===== src/rtl/mem_access.sv =====
// Memory-access stage: issues one valid/ready data-memory request per instruction,
// returns the writeback bundle and branch redirect. Optional: MEM_ALIGN_CHECK_EN.
module mem_access #(
  parameter int TIMEOUT = 255
) (
  input  logic        clk,
  input  logic        rst,
  input  logic [2:0]  state,
  input  logic        mem_read_in,
  input  logic        mem_write_in,
  input  logic        reg_write_in,
  input  logic [4:0]  write_reg_in,
  input  logic        writef_in,
  input  logic [31:0] mem_addr,
  input  logic [31:0] mem_write_data,
  input  logic [31:0] alu_result,
  input  logic        branch_in,
  input  logic [31:0] branch_addr_in,
  output logic        dmem_req,
  output logic        dmem_we,
  output logic [31:0] dmem_addr,
  output logic [31:0] dmem_wdata,
  input  logic        dmem_ready,
  input  logic        dmem_rvalid,
  input  logic [31:0] dmem_rdata,
  output logic        busy,
  output logic        done,
  output logic        reg_write_out,
  output logic [4:0]  write_reg_out,
  output logic        writef_out,
  output logic [31:0] reg_write_data,
  output logic        branch_out,
  output logic [31:0] branch_addr_out,
  output logic        err
);

  // state | meaning
  // IDLE  | waiting for core state 3
  // REQ   | dmem_req asserted, waiting for dmem_ready
  // WAIT  | read accepted, waiting for dmem_rvalid
  // DONE  | one-cycle done pulse, writeback outputs valid
  typedef enum logic [1:0] {IDLE, REQ, WAIT, DONE} fsm_t;

  localparam int CW = (TIMEOUT < 2) ? 1 : $clog2(TIMEOUT + 1);
  localparam logic [CW-1:0] TO_VAL = CW'(TIMEOUT);

  fsm_t state_q, state_d;

  logic        start, access_in, misalign_in;
  logic        rd_q, wr_q, rw_q, wf_q, br_q;
  logic [4:0]  wreg_q;
  logic [31:0] addr_q, wdata_q, alu_q, braddr_q;
  logic [CW-1:0] cnt_q, cnt_inc;
  logic        timeout_hit;
  logic        wb_load, wb_we, wb_err;
  logic [31:0] wb_data;

  assign start     = (state_q == IDLE) && (state == 3'd3);
  assign access_in = mem_read_in | mem_write_in;

`ifdef MEM_ALIGN_CHECK_EN
  assign misalign_in = (mem_addr[1:0] != 2'b00);
`else
  assign misalign_in = 1'b0;
`endif

  assign cnt_inc     = (&cnt_q) ? cnt_q : cnt_q + 1'b1;
  assign timeout_hit = (TIMEOUT != 0) && (cnt_inc == TO_VAL);

  always_ff @(posedge clk) begin
    if (rst) state_q <= IDLE;
    else     state_q <= state_d;
  end

  // Next state plus the value to load into the writeback registers on DONE entry.
  always_comb begin
    state_d = state_q;
    wb_load = 1'b0;
    wb_we   = 1'b0;
    wb_err  = 1'b0;
    wb_data = '0;
    case (state_q)
      IDLE: begin
        if (start) begin
          if (access_in && !misalign_in) begin
            state_d = REQ;
          end else begin
            state_d = DONE;
            wb_load = 1'b1;
            if (access_in) begin
              wb_err = 1'b1;
            end else begin
              wb_we   = reg_write_in;
              wb_data = alu_result;
            end
          end
        end
      end
      REQ: begin
        if (dmem_ready) begin
          if (rd_q) begin
            state_d = WAIT;
          end else begin
            state_d = DONE;
            wb_load = 1'b1;
            wb_we   = rw_q & ~wr_q;
            wb_data = alu_q;
          end
        end else if (timeout_hit) begin
          state_d = DONE;
          wb_load = 1'b1;
          wb_err  = 1'b1;
        end
      end
      WAIT: begin
        if (dmem_rvalid) begin
          state_d = DONE;
          wb_load = 1'b1;
          wb_we   = rw_q & ~wr_q;
          wb_data = dmem_rdata;
        end else if (timeout_hit) begin
          state_d = DONE;
          wb_load = 1'b1;
          wb_err  = 1'b1;
        end
      end
      DONE:    state_d = IDLE;
      default: state_d = IDLE;
    endcase
  end

  always_comb begin
    dmem_req   = (state_q == REQ);
    dmem_we    = wr_q & ~rd_q;
    dmem_addr  = addr_q;
    dmem_wdata = wdata_q;
    busy       = (state_q != IDLE);
    done       = (state_q == DONE);
  end

  always_ff @(posedge clk) begin
    if (rst) begin
      rd_q            <= 1'b0;
      wr_q            <= 1'b0;
      rw_q            <= 1'b0;
      wf_q            <= 1'b0;
      br_q            <= 1'b0;
      wreg_q          <= '0;
      addr_q          <= '0;
      wdata_q         <= '0;
      alu_q           <= '0;
      braddr_q        <= '0;
      cnt_q           <= '0;
      reg_write_out   <= 1'b0;
      write_reg_out   <= '0;
      writef_out      <= 1'b0;
      reg_write_data  <= '0;
      branch_out      <= 1'b0;
      branch_addr_out <= '0;
      err             <= 1'b0;
    end else begin
      if (start) begin
        rd_q     <= mem_read_in;
        wr_q     <= mem_write_in;
        rw_q     <= reg_write_in;
        wf_q     <= writef_in;
        br_q     <= branch_in;
        wreg_q   <= write_reg_in;
        addr_q   <= mem_addr;
        wdata_q  <= mem_write_data;
        alu_q    <= alu_result;
        braddr_q <= branch_addr_in;
      end

      if (state_q == IDLE && state_d == REQ)
        cnt_q <= '0;
      else if (state_q == REQ || state_q == WAIT)
        cnt_q <= cnt_inc;

      // A start that goes straight to DONE has not latched yet; take the inputs.
      if (wb_load) begin
        reg_write_out  <= wb_we;
        reg_write_data <= wb_data;
        if (state_q == IDLE) begin
          write_reg_out   <= write_reg_in;
          writef_out      <= writef_in;
          branch_out      <= branch_in;
          branch_addr_out <= branch_addr_in;
        end else begin
          write_reg_out   <= wreg_q;
          writef_out      <= wf_q;
          branch_out      <= br_q;
          branch_addr_out <= braddr_q;
        end
      end

      if (wb_err || (start && mem_read_in && mem_write_in))
        err <= 1'b1;
    end
  end

endmodule


===== config.mk =====
export PLATFORM = sky130hd
export DESIGN_NAME = mem_access
export DESIGN_NICKNAME = d
export VERILOG_FILES = /design/src/rtl/mem_access.sv
export SDC_FILE = /design/constraint.sdc
export NUM_CORES = 1
export LEC_CHECK = 0
export ABC_AREA = 1
export BUFFER_PORTS_ARGS = -buffer_cell sky130_fd_sc_hd__buf_2
export CAP_MARGIN = 5
export CORE_MARGIN = 3
export CORE_UTILIZATION = 50
export CTS_BUF_LIST = sky130_fd_sc_hd__clkbuf_16
export CTS_CLUSTER_DIAMETER = 40
export CTS_CLUSTER_SIZE = 20
export DETAILED_ROUTE_END_ITERATION = 10
export GPL_TIMING_DRIVEN = 0
export PLACE_DENSITY_LB_ADDON = 0.12
export SETUP_SLACK_MARGIN = 0.1
export SLEW_MARGIN = 20
export SYNTH_ARGS = -nofsm -noshare
export SYNTH_HDL_FRONTEND = slang
export SYNTH_SLANG_ARGS = --single-unit
export TNS_END_PERCENT = 5

===== constraint.sdc =====
create_clock -name clk -period 3.5 [get_ports clk]
set_input_delay 0.35 -clock clk [delete_from_list [all_inputs] [get_ports clk]]
set_output_delay 0.35 -clock clk [all_outputs]
set_load 0.05 [all_outputs]

After elaboration in Yosys (flattened, before gate mapping). Cells that the tools add are included.

$add $sub $neg: 1. Equal/unequal tests: 6. Muxes and demuxes: 34. Bitwise operators: 5. Reductions and logical operators: 10.

Operators by type and width (count): two-way mux 32 bit (6); one-hot mux 32 bit (3 select lines) (1); two-way mux 1 bit (16); two-way mux 2 bit (5); adder 8 x 1 -> 8 bit, second input constant (1); == test 8 bit, second input constant (1); two-way mux 8 bit (1); one-hot mux 2 bit (4 select lines) (1); AND reduction 8 bit (1); one-hot mux 1 bit (3 select lines) (2); two-way mux 5 bit (1); == test 2 x 1 -> 1 bit, second input constant (2); == test 2 bit, second input constant (2); logical AND 1 bit (4); == test 3 x 2 -> 1 bit, second input constant (1); AND 1 bit (2); logical NOT 2 bit (1); logical OR 1 bit (2); inverter 1 bit (2); one-hot mux 1 bit (2 select lines) (1); nonzero test 2 bit (1); OR reduction 2 bit (1); bitwise OR 1 bit (1).

Register bits after elaboration: 221. Input port bits: 177. Output and inout bits: 141. Logic and storage cells: 75.

Longest topological paths before layout. Gate-level depths: netlist of the first run.

Depth after elaboration: 9. Mapped depth: 17. Depth with buffers taken out: 17.

Least setup slack after synthesis of the first run. No wires, ideal clock.

Kind: flip-flop to flip-flop. From: register state_q[0]. To: register write_reg_out[4]. Setup time: 64 ps. Arrival time: 1985 ps. Required time: 3436 ps. Slack: 1451 ps. Cell stages (with the launch flop): 13. Buffers on the path: 2. Clock period less this slack: 2049 ps. Path through: dfxtp_1 -> inv_1 -> ha_1 -> inv_2 -> nor2_1 -> nand3_2 -> nor3_2 -> nor2_1 -> a21oi_4 -> buf_6 -> buf_6 -> nor2_1 -> nor2_1.

Cells in the longest elaborated chain, start to end: 4. Elaborated cells between the ends (all ways): 7. Classes of those cells: 2 x eq/ne; 3 x mux; 2 x reduce/logical.

Ends and longest elaborated chain: start, declared (RTL line 47) `fsm_t state_q, state_d;`; start signal, assigned (RTL line 72) `else state_q <= state_d;`; logical NOT 2 bit (RTL line 58, 82, 184); logical AND 1 bit (RTL line 58) `assign start = (state_q == IDLE) && (state == 3'd3);`; two-way mux 1 bit (RTL line 84) `if (start) begin`; one-hot mux 1 bit (3 select lines) (RTL line 82) `case (state_q)`; end signal, assigned (RTL line 185) `write_reg_out <= write_reg_in;`; end signal, assigned (RTL line 190) `write_reg_out <= wreg_q;`; end, declared (RTL line 29) `output logic [4:0] write_reg_out,`.

Parallel ways exist; a longest one is shown, timed or not. A chain may end at the register's enable or synchronous reset.

Worst setup path after layout of the first run.
From: register state_q[0]. To: register reg_write_data[20].

Cells in the longest elaborated chain, start to end: 4. Elaborated cells between the ends (all ways): 8. Classes of those cells: 2 x eq/ne; 4 x mux; 2 x reduce/logical.

Ends and longest elaborated chain: logical NOT 2 bit (RTL line 58, 82); logical AND 1 bit (RTL line 58); two-way mux 32 bit / two-way mux 1 bit (equally long branches) (RTL line 84); one-hot mux 32 bit (3 select lines) / one-hot mux 1 bit (3 select lines) (equally long branches) (RTL line 82); end signal, assigned (RTL line 183) `reg_write_data <= wb_data;`; end, declared (RTL line 31) `output logic [31:0] reg_write_data,`.

Parallel ways exist; a longest one is shown, timed or not.

==> impl_results.md, run 1 <==
- Status: completed
- Clock Sinks: 221
- Num rows: 48
- Fmax: 339 MHz
- Critical path fanouts, max: 10
- Most used DFF post-synth: dfxtp_1
- Hold WC Path Type: input port to flip-flop
- Routability cong.: 0.898
- Post-Route WL: 28.3 mm
- Final setup viols: 0
- IO Port Bufs: 316
- Fillers: ~1600
- Combinational power share: 0.324
- Dominant cells by area after synthesis: dfxtp_1 (49%), nor2_1 (13%), o21ai_0 (9.9%)
- Syn-to-layout area delta: 31.8%
- Clk_lat worst skew: about 0.54 ns
- Slew @ Worst Pin: 0.728 ns
- Worst Setup End Kind: flip-flop
- PwrDens: roughly 750 nW/um^2
- CTS Buf Count: 30
- Sw frac: 0.395
- Post-DP HPWL: 20.4 mm
- Clock skew: 0.0151 ns
- First-pass GRT wire length: roughly 44 mm
- Total GRT Usage: 0.269
- Internal Power: roughly 5.4 mW
- CTS hold repair buffers: 0
- Most common cell in the netlist: nor2_1
- Leak: 5.50 nW
- Hold Violations, Final: 0
- Pre-Repair DR Iteration Count: 5
- Distinct cells, synth: 28
- Via density: between 5 and 6
- Crit Path Category: flip-flop to flip-flop
- Average cell area after synthesis: 7.14 um^2
- EDFF count, synth: 0
- Post-detailed-route count of antenna-violating nets: 0
- Worst Path Buf+Inv: 3
- Placed instance count: 1814
- Dpl cell area: between 10000 and 15000 um^2
- Pins Over Slew Limit: 0
- R2R setup slack: 0.55 ns
- DRC viols: 0
- Worst-path clk slew: 0.06 ns
- Vias in the first global route: 8843
- Total Power: 9.00 mW
- Req. time, crit path: 3.91 ns
- Core ar.: 17500 um^2
- Die area: 19800 um^2
- RSZ-0062 raised after global routing: no
- Initial Utilization: 0.518
- Yosys top cell area share: 0.487
- Sequential power share: 0.339
- Fin Setup TNS: 0 ns
- Post-route insts no fill: around 1900
- Die Height: about 140 um
- Crit-path max cell delay: 0.53 ns
- I/O pins: ~320
- Syn nets: 1457
- Startpoint types: flip-flop
- Clock Tree Buf Depth: 3
- Synth area leader: dfxtp_1
- Seq cells post-synth: 221
- Initial drt markers: about 590
- Initial antenna violation count: 3
- Crit-path slowest cell: nor3_2
- Ys Warns: 0
- Clock share of power: 0.337
- Final Critical Period: 2.95 ns
- Critical path's top delay family: simple AND/OR/NAND/NOR gates
- CTS tree: built
- Via count: 9604
- Post-synth top cells: nor2_1 (306), dfxtp_1 (221), nand2_1 (180), o21ai_0 (180), a21oi_1 (117)
- Die Span X: 141 um
- Cells resized by post-CTS repair: 0
- Post-synth ARST share: 0
- Largest net degree at the start of global routing: 15
- Worst VDD drop: 491 uV
- Cell chain of the critical path: inv_1 > ha_1 > inv_2 > nor2_1 > nand3_2 > nor3_2 > nor2_1 > nand2_1 > nand2_2 > buf_2 > a21oi_1 > nor2_1
- Max-capacitance violation count: 0
- H-tree depth: 1
- NetSw: 3.56 mW
- Crit path arrival time: approximately 3.4 ns
- Netlist Area Pre-Place: 9090 um^2
- Root Buffer: clkbuf_16
- Aggregate global routing overflow: 0
- Wire per inst: 15.1 um
- Share of cells above drive strength 1: 0.240
- Final Cell Area: 12000 um^2
- CP most frequent cell: nor2_1
- Sequential area share after synthesis: 0.487
- Final #Nets: 1805
- Number of setup buffers added after CTS: 0
- Relative slew slack: 0.514
- Mapped Cells: 1273
- Fin crit share: 0.843
-- worst paths after layout --
path | from | end | depth (start not counted)
worst max-delay path | state_q[0] | reg_write_data[20] | 12
worst max register to register | state_q[0] | reg_write_data[20] | 12
worst min-delay path | mem_write_data[3] | dmem_wdata[3] | 3
worst min register to register | braddr_q[27] | braddr_q[27] | 2
-- through the flow --
| step | hold slack [ns] | worst slack [ns] | utilization |
|---|---|---|---|
| 6_report | 0.0670 | 0.551 | 0.683 |
| 3_3_place_gp | 0.433 | 0.654 | 0.624 |
| 2_1_floorplan | 0.424 | 1.45 | - |
| 4_1_cts | 0.0524 | 0.601 | 0.682 |
| 5_1_grt | 0.0549 | 0.364 | 0.683 |
| 3_5_place_dp | 0.438 | 0.622 | 0.624 |
-- cells by family after synthesis --
logic type | Yosys count | share of synthesized area
flops | 221 | 0.487
xor+xnor | 1 | 0.000964
buf+inv | 169 | 0.0731
simple gates | 539 | 0.233
fa+ha+maj | 7 | 0.00964
compound gates | 336 | 0.197
-- cell usage in the layout (no fill, tap or decap), types with 5 or more instances in the layout --
cell type   count
buf_2         325
nor2_1        306
dfxtp_1       221
nand2_1       180
o21ai_0       180
a21oi_1       117
clkbuf_1       78
inv_1          75
nand3_1        44
a211oi_1       31
clkbuf_16      31
ha_1            7
clkinvlp_4      7
inv_6           7
clkinv_4        5
-- layer usage --
layer | track usage | routed length, um | part of all wire | vias up
li1 | - | - | - | 4848
met1 | 0.345 | 12000 | 0.42 | 4368
met2 | 0.458 | 13500 | 0.48 | 334
met3 | 0.0597 | 2150 | 0.076 | 50
met4 | 0.0704 | 601 | 0.021 | 4
met5 | 0 | 18 | 0.00064 | -
-- flip-flops by register name, indices dropped and copies added, names as in the netlist, 2 cells and up --
register and flops:
cnt_q 8, state_q 2, alu_q 32, write_reg_out 5, dmem_wdata 32, reg_write_data 32, wreg_q 5, branch_addr_out 32
braddr_q 32, dmem_addr 32
-- power groups by stage --
stage	Clock [mW]	Combinational [mW]	Sequential, mW
after detailed placement	0	2.89	3.10
after floorplan	0	1.35	3.83
final	3.03	2.92	3.05
after global routing	3.18	3.20	3.09
after global placement	0	2.85	3.08
after CTS	3.06	2.91	3.05
-- worst min-delay path, delay by kind of cell --
kind / cells / cell delay [ns]
AOI/OAI and AO/OA: 1 / 0.07
and+or+nand+nor: 1 / 0.07
buffers and inverters: 1 / 0.07
-- final cells by class --
class	instances	area, um^2	share of cell area
well taps	225	282	0.0235
clock buffers	31	776	0.0648
flip-flops and latches	221	4420	0.369
multi-input cells	883	4000	0.334
repair buffers	316	1580	0.132
plain buffers	92	375	0.0313
diodes	3	7.51	0.000627
clock inverters	25	243	0.0203
inverters	77	289	0.0241
No activity file was read; power rests on OpenSTA's default activity.
==> inputs of run 2 (changes only) <==
--- a/config.mk
+++ b/config.mk
@@ -5,11 +5,11 @@
 export SDC_FILE = /design/constraint.sdc
 export NUM_CORES = 1
 export LEC_CHECK = 0
-export ABC_AREA = 1
+export ABC_AREA = 0
 export BUFFER_PORTS_ARGS = -buffer_cell sky130_fd_sc_hd__buf_2
 export CAP_MARGIN = 5
 export CORE_MARGIN = 3
-export CORE_UTILIZATION = 50
+export CORE_UTILIZATION = 46
 export CTS_BUF_LIST = sky130_fd_sc_hd__clkbuf_16
 export CTS_CLUSTER_DIAMETER = 40
 export CTS_CLUSTER_SIZE = 20
==> constraint.sdc (replaced) <==
create_clock -name clk -period 2.7 [get_ports clk]
set_input_delay 0.27 -clock clk [delete_from_list [all_inputs] [get_ports clk]]
set_output_delay 0.27 -clock clk [all_outputs]
set_load 0.05 [all_outputs]
==> impl_results.md, run 2 <==
- Status: completed
- EDFF count, synth: 0
- CTS Buf Count: 35
- Final #Nets: 1643
- Share of cells above drive strength 1: 0.318
- Most common cell in the netlist: nand2_1
- Distinct cells, synth: 43
- Crit Path Category: flip-flop to primary output
- Pins Over Slew Limit: 0
- Max-capacitance violation count: 0
- Syn-to-layout area delta: 33.3%
- Root Buffer: clkbuf_16
- Relative slew slack: 0.455
- Largest net degree at the start of global routing: 12
- H-tree depth: 2
- Initial antenna violation count: 5
- Hold Violations, Final: 0
- Mapped Cells: 1098
- Post-synth top cells: nand2_1 (281), dfxtp_1 (221), a21oi_1 (140)
- Fmax: about 400 MHz
- Die Height: 151 um
- Average cell area after synthesis: a little under 9 um^2
- Post-detailed-route count of antenna-violating nets: 0
- Startpoint types: flip-flop
- Routability cong.: 0.831
- Clk_lat worst skew: between 0.4 and 0.5 ns
- CTS tree: built
- Req. time, crit path: between 2 and 2.5 ns
- Sequential area share after synthesis: 0.458
- Crit-path slowest cell: dfxtp_1
- Total Power: 10.9 mW
- Dominant cells by area after synthesis: dfxtp_1 (46%), nand2_1 (11%), mux2_4 (11%)
- RSZ-0062 raised after global routing: yes
- Core ar.: 20400 um^2
- I/O pins: 318
- First-pass GRT wire length: between 40 and 50 mm
- Clock skew: 0.0125 ns
- Slew @ Worst Pin: 0.817 ns
- Most used DFF post-synth: dfxtp_1
- Die area: roughly 23000 um^2
- Initial Utilization: 0.473
- Fillers: 1805
- Num rows: 52
- Seq cells post-synth: 221
- Final Critical Period: 2.50 ns
- Via density: just over 5
- Critical path fanouts, max: 10
- IO Port Bufs: approximately 320
- Hold WC Path Type: input port to flip-flop
- Clock Sinks: 221
- Dpl cell area: 11600 um^2
- Syn nets: 1282
- Synth area leader: dfxtp_1
- Post-Route WL: roughly 29 mm
- Worst VDD drop: 467 uV
- Final Cell Area: ~13000 um^2
- Multi-input logic area: 4840 um^2
- Total GRT Usage: 0.241
- Register area: 4420 um^2
- Yosys top cell area share: 0.458
- Fin crit share: 0.924
- Most common cell after layout, fill and taps aside: buf_2
- Pre-Repair DR Iteration Count: 10
- Via count: 8870
- Post-DP HPWL: a little over 20 mm
- Post-synth ARST share: 0
- Wire per inst: 16.3 um
- Vias in the first global route: 8554
- Initial drt markers: between 400 and 500
- Crit path arrival time: 2.23 ns
- Ys Warns: 0
- Aggregate global routing overflow: 0
- Netlist Area Pre-Place: 9650 um^2
- Fin Setup TNS: 0 ns
- Crit-path max cell delay: between 0.4 and 0.5 ns
- DRC viols: 0
- Worst Setup End Kind: primary output
- Leading cell types in the layout, fill and taps excluded: buf_2 (318), nand2_1 (281), dfxtp_1 (221), a21oi_1 (140), nor2_1 (83)
- Die Span X: 151 um
- Cell chain of the critical path: inv_1 > ha_1 > clkbuf_2 > buf_2 > inv_1 > buf_2
- Leak: 5.94 nW
- Final setup viols: 0
- Worst-path clk slew: roughly 0.050 ns
- PwrDens: 850 nW/um^2
- Clock Tree Buf Depth: 3
run 2: cell types whose count changed after synthesis, moves of 29 or more:
cell	change
nor2_1	-223
o21ai_0	-179
nand2_1	+101
nor2b_1	+75
inv_1	-70
mux2_4	+70
mux2i_1	+42
nand3_1	-36
a222oi_1	+32
a211oi_1	-29
run 2: path summary, 6_finish.rpt:
path	depth (start not counted)	endpoint	from	slack [ns]
setup / recovery	6	busy	state_q[0]	0.20
hold / removal	3	dmem_addr[8]	mem_addr[8]	0.02
setup reg to reg	8	branch_addr_out[5]	cnt_q[1]	0.22
hold reg to reg	2	dmem_wdata[21]	dmem_wdata[21]	0.45
run 2: cells by family after synthesis:
| family | Yosys count | synth area share |
|---|---|---|
| and+or+nand+nor | 468 | 0.209 |
| buffers and inverters | 92 | 0.0421 |
| adders and majority gates | 7 | 0.00907 |
| muxes | 115 | 0.156 |
| DFF | 221 | 0.458 |
| AOI/OAI and AO/OA | 192 | 0.123 |
| xor gates and xnor gates | 3 | 0.00272 |
run 2: critical path: cells and delay by family, from the launching register on:
| kind | cells | cell delay, ns |
|---|---|---|
| adder cells (fa/ha/maj) | 1 | 0.26 |
| buffers and inverters | 5 | 1.07 |
| flip-flops | 1 | 0.41 |
run 2: routing by layer:
metal,GRT usage,share of wire,vias up
met5,0,0.00073,-
met4,0.0775,0.025,4
met3,0.0649,0.083,49
met2,0.408,0.48,337
met1,0.300,0.41,4035
li1,-,-,4445
run 2: final cells by class:
class / instances / share of cell area
Clock buffer: 37 / 0.0719
Timing Repair Buffer: 324 / 0.128
Buffer: 87 / 0.0309
Clock inverter: 24 / 0.0205
Antenna cell: 4 / 0.000778
Multi-Input combinational cell: 785 / 0.376
Tap cell: 270 / 0.0262
Inverter: 5 / 0.00146
Sequential cell: 221 / 0.344
run 2: what timing repair did:
item | CTS | global route
hold buffers | 4 | 0
pin swaps | 1 | 1
hold endpoints to repair | 4 | 0
endpoints found under the setup margin | 130 | 93
resized for setup | 6 | 9
buffers inserted | 2 | 2
run 2: power by group:
part	internal, mW	total (mW)	switching [mW]
clock network	2.96	4.52	1.56
logic	0.957	2.73	1.78
registers	3.55	3.69	0.140
total	7.47	10.9	3.47
run 2: stage by stage:
stage	hold WS [ns]	setup WS, ns	util	std cells
2_1_floorplan	0.406	0.390	-	1098
3_3_place_gp	0.439	-0.441	0.567	1684
3_5_place_dp	0.445	-0.516	0.567	1684
4_1_cts	0.000190	0.150	0.628	1751
5_1_grt	0.00685	0.0428	0.630	1756
6_report	0.0199	0.204	0.630	1757
==> inputs of run 3 (changes only) <==
--- a/config.mk
+++ b/config.mk
@@ -16,6 +16,7 @@
 export DETAILED_ROUTE_END_ITERATION = 10
 export GPL_TIMING_DRIVEN = 0
 export PLACE_DENSITY_LB_ADDON = 0.12
+export RECOVER_POWER = 100
 export SETUP_SLACK_MARGIN = 0.1
 export SLEW_MARGIN = 20
 export SYNTH_ARGS = -nofsm -noshare
==> impl_results.md, run 3 (synthesized netlist as in run 2, its figures left out) <==
- PwrDens: 862 nW/um^2
- Final Critical Period: ~2.5 ns
- Internal Power: 7.34 mW
- Initial Utilization: 0.473
- IO Port Bufs: 316
- Worst-path clk slew: 0.05 ns
- Combinational power share: 0.239
- Wire per inst: 16.3 um
- Hold Crit Start: mem_addr[12]
- Hold path endpoint: dmem_addr[12]
- Post-DP HPWL: 20.6 mm
- CTS tree: built
- Crit-path max cell delay: 0.41 ns
- Leak: about 5.2 nW
- Relative slew slack: 0.450
- DRC viols: 0
- Clock share of power: 0.419
- R2R setup slack: 0.20 ns
- FF-to-FF End: branch_addr_out[5]
- Total Power: 10.8 mW
- Fmax: 400 MHz
- Status: completed
- Initial drt markers: 510
- Pins Over Slew Limit: 0
- Sw frac: 0.320
- Aggregate global routing overflow: 0
- Die area: 22800 um^2
- Max-capacitance violation count: 0
- Worst Path Buf+Inv: 5
- Worst VDD drop: 468 uV
- Reg-to-reg startpoint: state_q[1]
- Core ar.: 20400 um^2
- Routability cong.: 0.831
- Largest net degree at the start of global routing: 12
- CTS Buf Count: 35
- Clock Tree Buf Depth: 3
- Most common cell after layout, fill and taps aside: nand2_1
- Via count: between 8000 and 9000
- Clk_lat worst skew: 0.49 ns
- Num rows: 52
- Post-Route WL: 28.7 mm
- Pre-Repair DR Iteration Count: 6
- Req. time, crit path: ~2.4 ns
- Leading cell types in the layout, fill and taps excluded: nand2_1 (281), dfxtp_1 (221), clkbuf_1 (204), buf_2 (178), a21oi_1 (140)
- Fin crit share: 0.925
- Final #Nets: 1643
- Register area: 4420 um^2
- Final setup viols: 0
- Post-route insts no fill: 1757
- Hold WS: just over 0.02 ns
- Root Buffer: clkbuf_16
- Vias in the first global route: 8554
- Critical path's top delay family: buffers and inverters
- I/O pins: between 300 and 400
- Slew @ Worst Pin: 0.825 ns
- WHS Path Cells: 3
- Fillers: 1921
- Hold WC Path Type: input port to flip-flop
- Clock skew: between 0.015 and 0.02 ns
- Clock Sinks: 221
- Initial antenna violation count: 5
- Post-detailed-route count of antenna-violating nets: 0
- First-pass GRT wire length: around 44 mm
- NetSw: 3.45 mW
- Critical path fanouts, max: 10
- Syn-to-layout area delta: 29.7%
- R2R depth: 9
- Crit Path Category: flip-flop to primary output
- Hold Violations, Final: 0
- Crit path arrival time: 2.23 ns
- Die Span X: 151 um
- Die Height: 151 um
- RSZ-0062 raised after global routing: yes
- Layout Utilization: 0.613
- Placed instance count: about 1700
- Via density: around 5.1
- H-tree depth: 2
- Total GRT Usage: 0.241
- Crit-path slowest cell: dfxtp_1
- Multi-input logic area: between 4000 and 5000 um^2
- Startpoint types: flip-flop
- Cell chain of the critical path: inv_1 > ha_1 > clkbuf_2 > buf_2 > inv_1 > buf_2
- Worst Setup End Kind: primary output
- Share of cells above drive strength 1: 0.193
- Fin Setup TNS: 0 ns
- Sequential power share: 0.342
[run 3: changes by cell type in the layout (fill, tap and decap cells not counted)]
cell	previous run	this run
clkbuf_1	63	204
mux2_4	70	25
nor3_2	1	0
buf_1	7	6
nor3_1	3	4
buf_2	318	178
mux2_1	0	45
[run 3: timing repair]
action                                  CTS  global route
pin swaps                                 1             1
resized for setup                         6             9
endpoints found under the setup margin  130            93
buffers inserted                          2             2
hold endpoints to repair                  4             0
hold buffers                              4             0
[run 3: worst max path at each step]
stage | from | to | slack, ns | depth (start not counted)
2_1_floorplan | state_q[1] | branch_addr_out[0] | 0.39 | 9
6_report | state_q[0] | busy | 0.20 | 6
3_3_place_gp | state_q[0] | branch_addr_out[1] | -0.44 | 9
5_1_grt | state_q[0] | write_reg_out[1] | 0.006 | 7
3_5_place_dp | state_q[0] | branch_addr_out[6] | -0.52 | 9
4_1_cts | state_q[0] | reg_write_data[12] | 0.15 | 9
[run 3: area by class of cell]
class	instances	share of cell area
buffer	87	0.0318
tap	270	0.0270
clock inverter	24	0.0211
clock buffer	37	0.0739
timing repair buffer	324	0.118
antenna	4	0.000799
sequential	221	0.353
inverter	5	0.00150
multi-input combinational	785	0.373
[run 3: per-stage QoR]
stage | setup slack, ns | cell area, um^2
final | 0.202 | 12500
after global placement | -0.441 | 11600
after CTS | 0.150 | 12800
after detailed placement | -0.516 | 11600
after global routing | 0.00552 | 12500
after floorplan | 0.390 | 9650
[run 3: per-layer routing]
layer | up-vias | wire length [um] | global-route usage
met3 | 47 | 2430 | 0.0649
met5 | - | 21 | 0
met1 | 4042 | 11700 | 0.300
met4 | 4 | 665 | 0.0775
met2 | 356 | 13800 | 0.408
li1 | 4446 | - | -
[run 3: worst register-to-register path, stage by stage, from the launching register on]
cell	delay [ns]
dfxtp_1	0.45
inv_1	0.10
ha_1	0.24
and3b_1	0.19
clkbuf_1	0.25
nor3_1	0.23
o32a_1	0.20
buf_6	0.18
buf_6	0.21
mux2_4	0.32
[run 3: power groups by stage]
stage               combinational [mW]  sequential [mW]  clock (mW)
global placement                  2.71             3.74           0
floorplan                         1.34             4.43           0
detailed placement                2.72             3.75           0
CTS                               2.74             3.69        4.60
global route                      2.77             3.73        4.76
finish                            2.57             3.69        4.52
